**config.mk**
```make
export PLATFORM = sky130hd
export DESIGN_NAME = mtr_drv
export DESIGN_NICKNAME = d
export VERILOG_FILES = /design/src/rtl/mtr_drv.sv
export SDC_FILE = /design/constraint.sdc
export NUM_CORES = 1
export LEC_CHECK = 0
export CORE_ASPECT_RATIO = 1.4
export CORE_MARGIN = 3
export CORE_UTILIZATION = 60
export DETAILED_ROUTE_END_ITERATION = 8
export GPL_TIMING_DRIVEN = 1
export PLACE_DENSITY = 0.86
export RECOVER_POWER = 25
export SETUP_SLACK_MARGIN = 0.3
export SYNTH_ARGS = -nofsm -noshare
export SYNTH_HDL_FRONTEND = slang
export SYNTH_SLANG_ARGS = --single-unit
```
**constraint.sdc**
```tcl
create_clock -name clk -period 3.5 [get_ports clk]
set_input_delay 0.7 -clock clk [delete_from_list [all_inputs] [get_ports clk]]
set_output_delay 0.7 -clock clk [all_outputs]
set_load 0.05 [all_outputs]
```
**src/rtl/mtr_drv.sv**
```systemverilog
// Motor drive stage: converts signed left/right speed commands into
// complementary PWM pairs with dead-time, one pair per H-bridge.
// Both channels share one free-running 2048-clock period counter, and the
// speed commands are captured into shadow duties only at the period wrap.

// One H-bridge channel: raw comparator PWM followed by dead-time insertion.
module mtr_drv_chan #(
  parameter int unsigned DEAD = 8
) (
  input  logic        clk,
  input  logic        rst,
  input  logic [10:0] cnt,
  input  logic [10:0] duty,
  output logic        pwm1,
  output logic        pwm2
);

  logic       r;
  logic       r_prev;
  logic [7:0] deadcnt;

  // Raw PWM is high while the period counter is below the shadow duty.
  assign r = (cnt < duty);

  // Any raw edge (re)starts the dead interval with both sides off; once the
  // raw level has been stable for DEAD clocks the matching side is driven.
  // A raw pulse shorter than the dead interval is swallowed because its
  // second edge simply reloads the counter.
  always_ff @(posedge clk) begin
    if (rst) begin
      r_prev  <= 1'b0;
      deadcnt <= 8'd0;
      pwm1    <= 1'b0;
      pwm2    <= 1'b0;
    end else begin
      r_prev <= r;
      if (r != r_prev) begin
        deadcnt <= 8'(DEAD);
        pwm1    <= 1'b0;
        pwm2    <= 1'b0;
      end else if (deadcnt != 8'd0) begin
        deadcnt <= deadcnt - 8'd1;
        pwm1    <= 1'b0;
        pwm2    <= 1'b0;
      end else begin
        pwm1 <= r;
        pwm2 <= ~r;
      end
    end
  end

endmodule

// Top level: shared period counter, double-buffered duties, two channels.
module mtr_drv #(
  parameter int unsigned DEAD = 8
) (
  input  logic        clk,
  input  logic        rst,
  input  logic [10:0] lft_spd,
  input  logic [10:0] rght_spd,
  output logic        lftPWM1,
  output logic        lftPWM2,
  output logic        rghtPWM1,
  output logic        rghtPWM2,
  output logic        prd_strt
);

  localparam logic [10:0] CNT_LAST  = 11'd2047;
  localparam logic [10:0] DUTY_ZERO = 11'd1024;

  logic [10:0] cnt;
  logic [10:0] duty_l;
  logic [10:0] duty_r;
  logic        cnt_wrap;

  assign cnt_wrap = (cnt == CNT_LAST);
  assign prd_strt = (cnt == 11'd0);

  // Free-running period counter; wraps naturally from 2047 to 0.
  always_ff @(posedge clk) begin
    if (rst) begin
      cnt <= 11'd0;
    end else begin
      cnt <= cnt + 11'd1;
    end
  end

  // Shadow duties: flipping the sign bit turns the two's-complement speed
  // into offset binary (-1024 -> 0, 0 -> 1024, +1023 -> 2047). Loading only
  // on the wrap edge keeps every period's duty glitch-free.
  always_ff @(posedge clk) begin
    if (rst) begin
      duty_l <= DUTY_ZERO;
      duty_r <= DUTY_ZERO;
    end else if (cnt_wrap) begin
      duty_l <= {~lft_spd[10], lft_spd[9:0]};
      duty_r <= {~rght_spd[10], rght_spd[9:0]};
    end
  end

  mtr_drv_chan #(.DEAD(DEAD)) u_lft (
    .clk  (clk),
    .rst  (rst),
    .cnt  (cnt),
    .duty (duty_l),
    .pwm1 (lftPWM1),
    .pwm2 (lftPWM2)
  );

  mtr_drv_chan #(.DEAD(DEAD)) u_rght (
    .clk  (clk),
    .rst  (rst),
    .cnt  (cnt),
    .duty (duty_r),
    .pwm1 (rghtPWM1),
    .pwm2 (rghtPWM2)
  );

endmodule
```
==> run metrics, run 1 <==
dominant register cell in the synthesized netlist=dfxtp_1; Yosys warning total=0; share of layout cells above drive strength 1=4.261%; effective utilization at floorplan=63.32%; buffer count from post-CTS setup fixing=0; routed wire length=5.172 mm; via total after detailed routing=2166; outcome=completed; most used cells in the layout excluding fill and tap cells=nand2_1, dfxtp_1, a21oi_1; setup total negative slack=0 ps; cell area reported after detailed placement=3013 sq um; share of the synthesized area in the top cell type=40.68%; headroom to the max-slew limit=2.507%; root cell of the clock tree=clkbuf_8; Multi-input gate area=1440 sq um; hold buffer count at cts=0; Port-buffer cells=28; vias in the first global route=2147; max-cap violation count=0; number of distinct library cells after synthesis=37; WS Path Type=register to primary output; worst-case clock skew=6.900 ps; final core occ=73.07%; biggest fanout along the worst timing path=6; Period minus WS final=2772 ps; kind of end point of the critical path=primary output; Horiz. Die Dim=62.76 um; number of slew-limit violations in the final report=0; total clock sinks=55; core footprint=4274 sq um; Final Instance Count excl. Fillers=412; CTS H-Tree Depth=2; final count of hold timing violations=0; final setup vio count=0; Max Root-Sink Buffers=2; netlist area before placement=2706 sq um; sum of net half-perimeters after detailed placement=3.772 mm; static leakage=0.001183 uW; final RePlAce weighted congestion=0.8628; most common library cell in the layout ignoring fill and taps=nand2_1; Avg WL per Cell=12.55 um; slowest cell on the critical path=clkdlybuf4s50_1; total power divided by cell area=597.9 nW/um^2; placed insts=404; Ports=29; violation count after the first detailed-routing iteration=78; CTS buffer count=5; endpoint arrival time on the critical path=2070 ps; Layout Nets=399; layout overhead on the synthesized area=15.40%; ys async rst share=0%; Worst IR Drop VDD=592.9 uV; number of cell rows=28; setup repair after global routing missed its margin=false; antenna fix cells=0; die boundary height=85.47 um; clock insertion delay at the later pin of the skew report=310 ps; initial antenna violation count=0; clock slew seen by the registers of the worst setup and hold paths=90 ps; sequence of cells on the critical path=nor4_1 -> and4b_1 -> clkdlybuf4s50_1; placement-stage worst setup slack=1113 ps; Startpoint Class=register; Yosys reg bits=55; dominant cell type by area after synthesis=dfxtp_1; PostCTS Resize Cnt=0; worst setup margin=727.7 ps; Post-Syn Instances=326; GRT Residual Overflow=0; Post-Synthesis Mean Instance Area=8.302 sq um; Largest stage delay, worst path=800 ps; fill cell instance count of the final layout=335; post-route antenna net violation count=0; maximum number of pins on one net before global-route repair=33; fraction of the cycle the final worst path needs=79.21%; maximum operating frequency=360.7 MHz; synthesized net count=374; count of TritonRoute iterations in the first routing pass=4; number of enable flip-flop cells after synthesis=0; area of the die=5364 sq um; all-layer global routing usage=20.52%; worst path required time=2800 ps; combined flip-flop and latch cell area=1101 sq um; global-route wire length before repair=9.004 mm; fraction of the yosys area taken by sequential cells=40.68%; worst hold path type=register to register; DR vias/cell=5.257; slew of the pin with the lowest slew margin=1462 ps; Post-route DRC=0; Synth area leaders=dfxtp_1, ha_1, nand2_1, a21oi_1, inv_1; Design Area, Final=3123 sq um; TritonCTS clock tree=built
flip-flops by register name (all words and copies together) (netlist names):
signal / flops
cnt: 11
duty_l: 11
duty_r: 11
u_lft.deadcnt: 8
u_rght.deadcnt: 8
u_lft.pwm1: 1
u_lft.pwm2: 1
u_lft.r_prev: 1
u_rght.pwm1: 1
u_rght.pwm2: 1
u_rght.r_prev: 1
path summary, 6_finish.rpt:
check | startpoint | depth (start not counted) | to | slack, ps
worst max-delay path | cnt[8]$_SDFF_PP0_ | 3 | prd_strt | 730
worst min register to register | duty_l[1]$_SDFFE_PP0N_ | 2 | duty_l[1]$_SDFFE_PP0N_ | 460
worst min-delay path | duty_l[1]$_SDFFE_PP0N_ | 2 | duty_l[1]$_SDFFE_PP0N_ | 460
worst max register to register | cnt[3]$_SDFF_PP0_ | 5 | duty_r[9]$_SDFFE_PP0N_ | 1200
area by class of cell:
cell class	count	area share [%]
clock buffer	6	2.644
clock inverter	2	1.122
inverter	28	3.365
multi-input combinational	232	46.11
sequential	55	35.26
tap	60	2.404
timing repair buffer	29	9.095
cell usage after synthesis, types with 2 or more instances:
master / count
nand2_1: 65
dfxtp_1: 55
a21oi_1: 33
inv_1: 28
ha_1: 24
nor2_1: 19
nor4_1: 15
xnor2_1: 12
xor2_1: 9
clkbuf_1: 6
nand3_1: 6
nor3_1: 6
nand4_1: 5
o21ai_1: 5
nor2b_1: 4
o21ai_0: 4
buf_2: 3
a2111oi_0: 2
and3b_1: 2
nor4_2: 2
nor4b_1: 2
o211ai_1: 2
o31a_1: 2
or4_4: 2
worst max-delay path: cells and delay by family, from the launching register on:
family / cells / cell delay [ps]
buffers and inverters: 1 / 800
and+or+nand+nor: 2 / 580
DFF: 1 / 380
stage by stage:
stage | hold slack [ps] | total power [uW]
after floorplan | 420.5 | 1318
after global placement | 437.7 | 1433
after detailed placement | 443.4 | 1448
after CTS | 456.4 | 1880
after global routing | 475.7 | 1991
final | 455.3 | 1867
where the power goes:
| part | internal, uW | switching (uW) | total, uW |
|---|---|---|---|
| clock network | 232 | 201 | 433 |
| registers | 710 | 74.9 | 785 |
| logic | 306 | 343 | 649 |
| total | 1250 | 619 | 1870 |
cell families after synthesis:
| logic type | count (synthesis) | share of synthesized area, % |
|---|---|---|
| and+or+nand+nor | 136 | 24.83 |
| DFF | 55 | 40.68 |
| AOI/OAI and AO/OA | 51 | 10.63 |
| buffers and inverters | 39 | 5.964 |
| adders and majority gates | 24 | 11.10 |
| xor gates and xnor gates | 21 | 6.796 |
layer usage:
metal  share of wire (%)  global-route usage [%]
met3                 3.0                   3.709
met4                 1.5                   7.229
met2                  50                   36.89
met1                  46                   24.35
met5                   0                       0
(Power assumes the default switching activity.)
==> run 2, diff against run 1 <==
--- a/config.mk
+++ b/config.mk
@@ -7,10 +7,10 @@
 export LEC_CHECK = 0
 export CORE_ASPECT_RATIO = 1.4
 export CORE_MARGIN = 3
-export CORE_UTILIZATION = 60
+export CORE_UTILIZATION = 56
 export DETAILED_ROUTE_END_ITERATION = 8
 export GPL_TIMING_DRIVEN = 1
-export PLACE_DENSITY = 0.86
+export PLACE_DENSITY = 0.81
 export RECOVER_POWER = 25
 export SETUP_SLACK_MARGIN = 0.3
 export SYNTH_ARGS = -nofsm -noshare
==> constraint.sdc (replaced) <==
create_clock -name clk -period 2.9 [get_ports clk]
set_input_delay 0.58 -clock clk [delete_from_list [all_inputs] [get_ports clk]]
set_output_delay 0.58 -clock clk [all_outputs]
set_load 0.05 [all_outputs]
==> run 2 against run 1 <==
Via count up 1.1%. Worst setup slack worse by 330 ps. Cell area down 0.36%. Sequential share of layout area up 0.13 points. Register-to-register slack worse by 480 ps. Core utilization down 5.5 points. Die area up 6.5%. Sequential power up 21%. Global-route usage down 0.59 points. Cell count up 0.73%. Largest cell class unchanged. First-iteration DRC count down 9.0%.
==> run metrics, run 2 (same netlist as run 1, synthesis figures left out) <==
final setup vio count=0; Final Instance Count excl. Fillers=415; violation count after the first detailed-routing iteration=71; worst-case clock skew=8.625 ps; via total after detailed routing=2189; worst setup margin=398.0 ps; Horiz. Die Dim=64.76 um; headroom to the max-slew limit=9.633%; PostCTS Resize Cnt=1; setup slack of the most critical reg-to-reg path=720 ps; Regs by FF count=cnt: 11 flops, duty_l: 11 flops, duty_r: 11 flops; placed insts=407; setup repair after global routing missed its margin=false; Largest delay share family, worst path=buffers and inverters; fraction of the cycle the final worst path needs=86.27%; buffer and inverter count on the worst path=2; routed wire length=5.200 mm; all-layer global routing usage=19.93%; maximum operating frequency=399.7 MHz; number of slew-limit violations in the final report=0; effective utilization at floorplan=58.73%; outcome=completed; layout overhead on the synthesized area=14.98%; sum of net half-perimeters after detailed placement=3.881 mm; end point of the most critical hold path=duty_r[0]$_SDFFE_PP0N_; worst hold path type=register to register; clock slew seen by the registers of the worst setup and hold paths=100 ps; static leakage=0.001179 uW; kind of end point of the critical path=register; Layout Nets=400; maximum number of pins on one net before global-route repair=32; total power divided by cell area=699.8 nW/um^2; count of TritonRoute iterations in the first routing pass=4; vias in the first global route=2106; Port-buffer cells=28; buffer count from post-CTS setup fixing=0; Post-Route Hold Slack=453.4 ps; setup total negative slack=0 ps; Ports=29; CTS buffer count=5; number of cell rows=29; area of the die=5715 sq um; endpoint of the lowest-slack register-to-register path=duty_r[8]$_SDFFE_PP0N_; source of the worst register-to-register timing path=cnt[0]$_SDFF_PP0_; endpoint arrival time on the critical path=2650 ps; Max Root-Sink Buffers=2; slew of the pin with the lowest slew margin=1356 ps; antenna fix cells=0; WS Path Type=input port to register; startpoint of the lowest-slack hold path=duty_r[0]$_SDFFE_PP0N_; most common library cell in the layout ignoring fill and taps=nand2_1; GRT Residual Overflow=0; final RePlAce weighted congestion=0.8655; global-route wire length before repair=9.045 mm; Worst Reg-to-Reg Cells=6; die boundary height=88.26 um; Largest stage delay, worst path=1040 ps; max-cap violation count=0; biggest fanout along the worst timing path=31; placement-stage worst setup slack=589.2 ps; share of layout cells above drive strength 1=4.533%; slowest cell on the critical path=clkbuf_1; final core occ=67.53%; worst path required time=3040 ps; number of cells traversed by the worst hold path=2; post-route antenna net violation count=0; root cell of the clock tree=clkbuf_8; DR vias/cell=5.275; Period minus WS final=2502 ps; CTS H-Tree Depth=2; initial antenna violation count=0; total clock sinks=55; clock insertion delay at the later pin of the skew report=310 ps; hold buffer count at cts=0; Post-route DRC=0; sequence of cells on the critical path=dlygate4sd3_1 -> clkbuf_1 -> nor2_1; Avg WL per Cell=12.53 um; Worst IR Drop VDD=626.6 uV; final count of hold timing violations=0; TritonCTS clock tree=built; Startpoint Class=input port; most used cells in the layout excluding fill and tap cells=nand2_1, dfxtp_1, a21oi_1; core footprint=4608 sq um
run 2: worst max path at each step:
| stage | start | cells after the start | slack (ps) | endpoint |
|---|---|---|---|---|
| global placement | cnt[8]$_SDFF_PP0_ | 3 | 620 | prd_strt |
| global route | rst | 3 | 190 | cnt[7]$_SDFF_PP0_ |
| CTS | cnt[8]$_SDFF_PP0_ | 3 | 410 | prd_strt |
| detailed placement | cnt[8]$_SDFF_PP0_ | 3 | 590 | prd_strt |
| finish | rst | 3 | 400 | cnt[8]$_SDFF_PP0_ |
| floorplan | cnt[10]$_SDFF_PP0_ | 7 | 1150 | u_lft.deadcnt[3]$_SDFFE_PP0P_ |
run 2: power by group:
part / total, uW / switching, uW / leakage [uW] / internal [uW]
combinational: 788 / 421 / 0.000681 / 368
clock: 440 / 260 / 0.0000502 / 179
sequential: 949 / 92.2 / 0.000447 / 857
total: 2180 / 773 / 0.00118 / 1400
run 2: routing by layer:
| metal | wire, um | track usage, % | vias up |
|---|---|---|---|
| met3 | 121 | 3.685 | 13 |
| met1 | 2322 | 23.28 | 989 |
| li1 | - | - | 1154 |
| met2 | 2607 | 35.57 | 33 |
| met5 | 0 | 0 | - |
| met4 | 148 | 8.462 | 0 |
run 2: tightest hold or removal path, delay by kind of cell, from the launching register on:
family / cells / cell delay, ps
AOI/OAI and AO/OA: 1 / 50
DFF: 1 / 320
and+or+nand+nor: 1 / 50
run 2: stage by stage:
stage               total power, uW  area [sq um]
finish                         2177          3112
global route                   2334          3112
detailed placement             1749          3023
floorplan                      1591          2706
CTS                            2191          3119
global placement               1733          3023
run 2: area by class of cell:
class / instances / area (sq um)
clock buffers: 5 / 68.82
clock inverters: 3 / 28.78
fillers: 410 / 1496
inverters: 28 / 105.1
multi-input cells: 232 / 1440
flip-flops and latches: 55 / 1101
well taps: 62 / 77.57
repair buffers: 30 / 290.3
==> run 3, diff against run 2 <==
--- a/config.mk
+++ b/config.mk
@@ -5,12 +5,11 @@
 export SDC_FILE = /design/constraint.sdc
 export NUM_CORES = 1
 export LEC_CHECK = 0
-export CORE_ASPECT_RATIO = 1.4
 export CORE_MARGIN = 3
-export CORE_UTILIZATION = 56
+export CORE_UTILIZATION = 55
 export DETAILED_ROUTE_END_ITERATION = 8
 export GPL_TIMING_DRIVEN = 1
-export PLACE_DENSITY = 0.81
+export PLACE_DENSITY = 0.8
 export RECOVER_POWER = 25
 export SETUP_SLACK_MARGIN = 0.3
 export SYNTH_ARGS = -nofsm -noshare
==> run 3 against run 2 <==
Largest cell class unchanged. Worst setup slack improved by 200 ps. Count of clock-buffer cells in the layout rose by 2. Largest power group unchanged. Critical path depth did not move. Hold slack improved by 0.74 ps. Global-route usage fell by 1.0 points. Combinational power barely moved. Via count fell by 0.27%. First-iteration DRC count rose by 82%. Core utilization rose by 0.70 points. Non-clock buffer count did not move. Clock power barely moved. Highest routed layer unchanged. Critical path type is now register to primary output. Register-to-register slack got worse by 20 ps.
==> run metrics, run 3 (same netlist as run 1, synthesis figures left out) <==
outcome=completed; fraction of power consumed by the clock network=20.3%; final setup vio count=0; count of TritonRoute iterations in the first routing pass=4; portion of total power attributed to combinational logic=36.1%; vias in the first global route=2056; internal power of the cells=1422 uW; worst setup margin=596.8 ps; layout overhead on the synthesized area=15.07%; endpoint of the lowest-slack register-to-register path=duty_l[10]$_SDFFE_PP1N_; clock insertion delay at the later pin of the skew report=310 ps; total power divided by cell area=698.6 nW/um^2; setup total negative slack=0 ps; effective utilization at floorplan=59.29%; die boundary height=76.15 um; fraction of the cycle the final worst path needs=79.42%; end point of the most critical hold path=duty_l[0]$_SDFFE_PP0N_; root cell of the clock tree=clkbuf_8; Largest stage delay, worst path=530 ps; most used cells in the layout excluding fill and tap cells=nand2_1, dfxtp_1, a21oi_1; worst-case clock skew=7.142 ps; Post-route DRC=0; endpoint arrival time on the critical path=1720 ps; routed wire length=5.196 mm; net switching power of the design=753.2 uW; CTS buffer count=5; Largest delay share family, worst path=buffers and inverters; biggest fanout along the worst timing path=7; Port-buffer cells=28; global-route wire length before repair=9.108 mm; number of cells traversed by the worst hold path=2; all-layer global routing usage=18.94%; final RePlAce weighted congestion=0.9035; number of slew-limit violations in the final report=0; startpoint of the lowest-slack hold path=duty_l[0]$_SDFFE_PP0N_; number of cell rows=24; Worst Reg-to-Reg Cells=6; slowest cell on the critical path=dlygate4sd2_1; clock slew seen by the registers of the worst setup and hold paths=90 ps; final count of hold timing violations=0; maximum number of pins on one net before global-route repair=45; Avg WL per Cell=12.43 um; TritonCTS clock tree=built; post-route antenna net violation count=0; initial antenna violation count=0; kind of end point of the critical path=primary output; GRT Residual Overflow=0; buffer and inverter count on the worst path=1; most common library cell in the layout ignoring fill and taps=nand2_1; sum of net half-perimeters after detailed placement=3.771 mm; share of total power in sequential cells=43.6%; Max Root-Sink Buffers=2; Regs by FF count=cnt: 11 flops, duty_l: 11 flops, duty_r: 11 flops; worst path required time=2320 ps; share of layout cells above drive strength 1=4.533%; via total after detailed routing=2183; headroom to the max-slew limit=39.60%; Ports=29; maximum operating frequency=434.2 MHz; sequence of cells on the critical path=nor4_1 -> and4b_1 -> dlygate4sd2_1; violation count after the first detailed-routing iteration=129; WS Path Type=register to primary output; Horiz. Die Dim=76.15 um; slew of the pin with the lowest slew margin=906.1 ps; worst hold path type=register to register; source of the worst register-to-register timing path=cnt[0]$_SDFF_PP0_; max-cap violation count=0; placement-stage worst setup slack=625.7 ps; Period minus WS final=2303 ps; setup slack of the most critical reg-to-reg path=700 ps; routed metal-1 wire length=2.564 mm; total clock sinks=55; final core occ=68.23%; core footprint=4564 sq um; fraction of power spent switching nets=34.62%; DR vias/cell=5.222; Layout Nets=400; static leakage=0.001180 uW; setup repair after global routing missed its margin=false; metal2 WL=2.389 mm; top sig layer=met4; Startpoint Class=register; area of the die=5798 sq um; CTS H-Tree Depth=2; hold buffer count at cts=0; Worst IR Drop VDD=547.2 uV; antenna fix cells=0; met3 WL=123 um
==> run 3: worst reg2reg max path, stage by stage (launching register included) <==
cell and delay (ps):
dfxtp_1 430, ha_1 240, nand2_1 130, nor4_2 360, nand2_1 560, nand2_1 230
o211ai_1 110
==> run 3: layer usage <==
layer | up-vias | track usage [%]
met5 | - | 0
met4 | 0 | 6.703
met3 | 13 | 3.310
met2 | 27 | 31.47
met1 | 988 | 24.81
li1 | 1155 | -
==> run 3: worst max-delay path by stage <==
stage,from,to,slack (ps),cells after the start
final,cnt[4]$_SDFF_PP0_,prd_strt,600,3
after global routing,cnt[0]$_SDFF_PP0_,duty_r[6]$_SDFFE_PP0N_,460,6
after CTS,cnt[4]$_SDFF_PP0_,prd_strt,570,3
after detailed placement,cnt[4]$_SDFF_PP0_,prd_strt,630,3
after global placement,cnt[5]$_SDFF_PP0_,prd_strt,650,3
after floorplan,cnt[10]$_SDFF_PP0_,u_lft.deadcnt[3]$_SDFFE_PP0P_,1150,7
==> run 3: what timing repair did <==
action | in CTS | in global routing
resized for setup | 1 | 0
setup buffers | 0 | 0
setup endpoints to repair | 1 | 0
==> run 3: cell type report <==
class | instances | area [sq um]
flip-flops and latches | 55 | 1101
well taps | 65 | 81.33
inverters | 28 | 105.1
clock buffers | 7 | 86.33
multi-input cells | 232 | 1440
fillers | 394 | 1450
clock inverters | 1 | 8.758
repair buffers | 30 | 291.5
==> run 3: through the flow <==
stage	total power [uW]	hold WS [ps]	cell area, sq um	std cells
2_1_floorplan	1591	420.5	2706	326
3_3_place_gp	1727	436.7	3027	410
3_5_place_dp	1745	444.0	3027	410
4_1_cts	2184	457.6	3120	418
5_1_grt	2344	472.5	3114	418
6_report	2176	454.1	3114	418
==> run 3: power groups by stage <==
stage               Clock [uW]  Sequential [uW]  Combinational (uW)
global route               484              964                 896
CTS                        447              949                 788
floorplan                    0              976                 615
detailed placement           0              966                 779
global placement             0              961                 766
finish                     441              949                 786
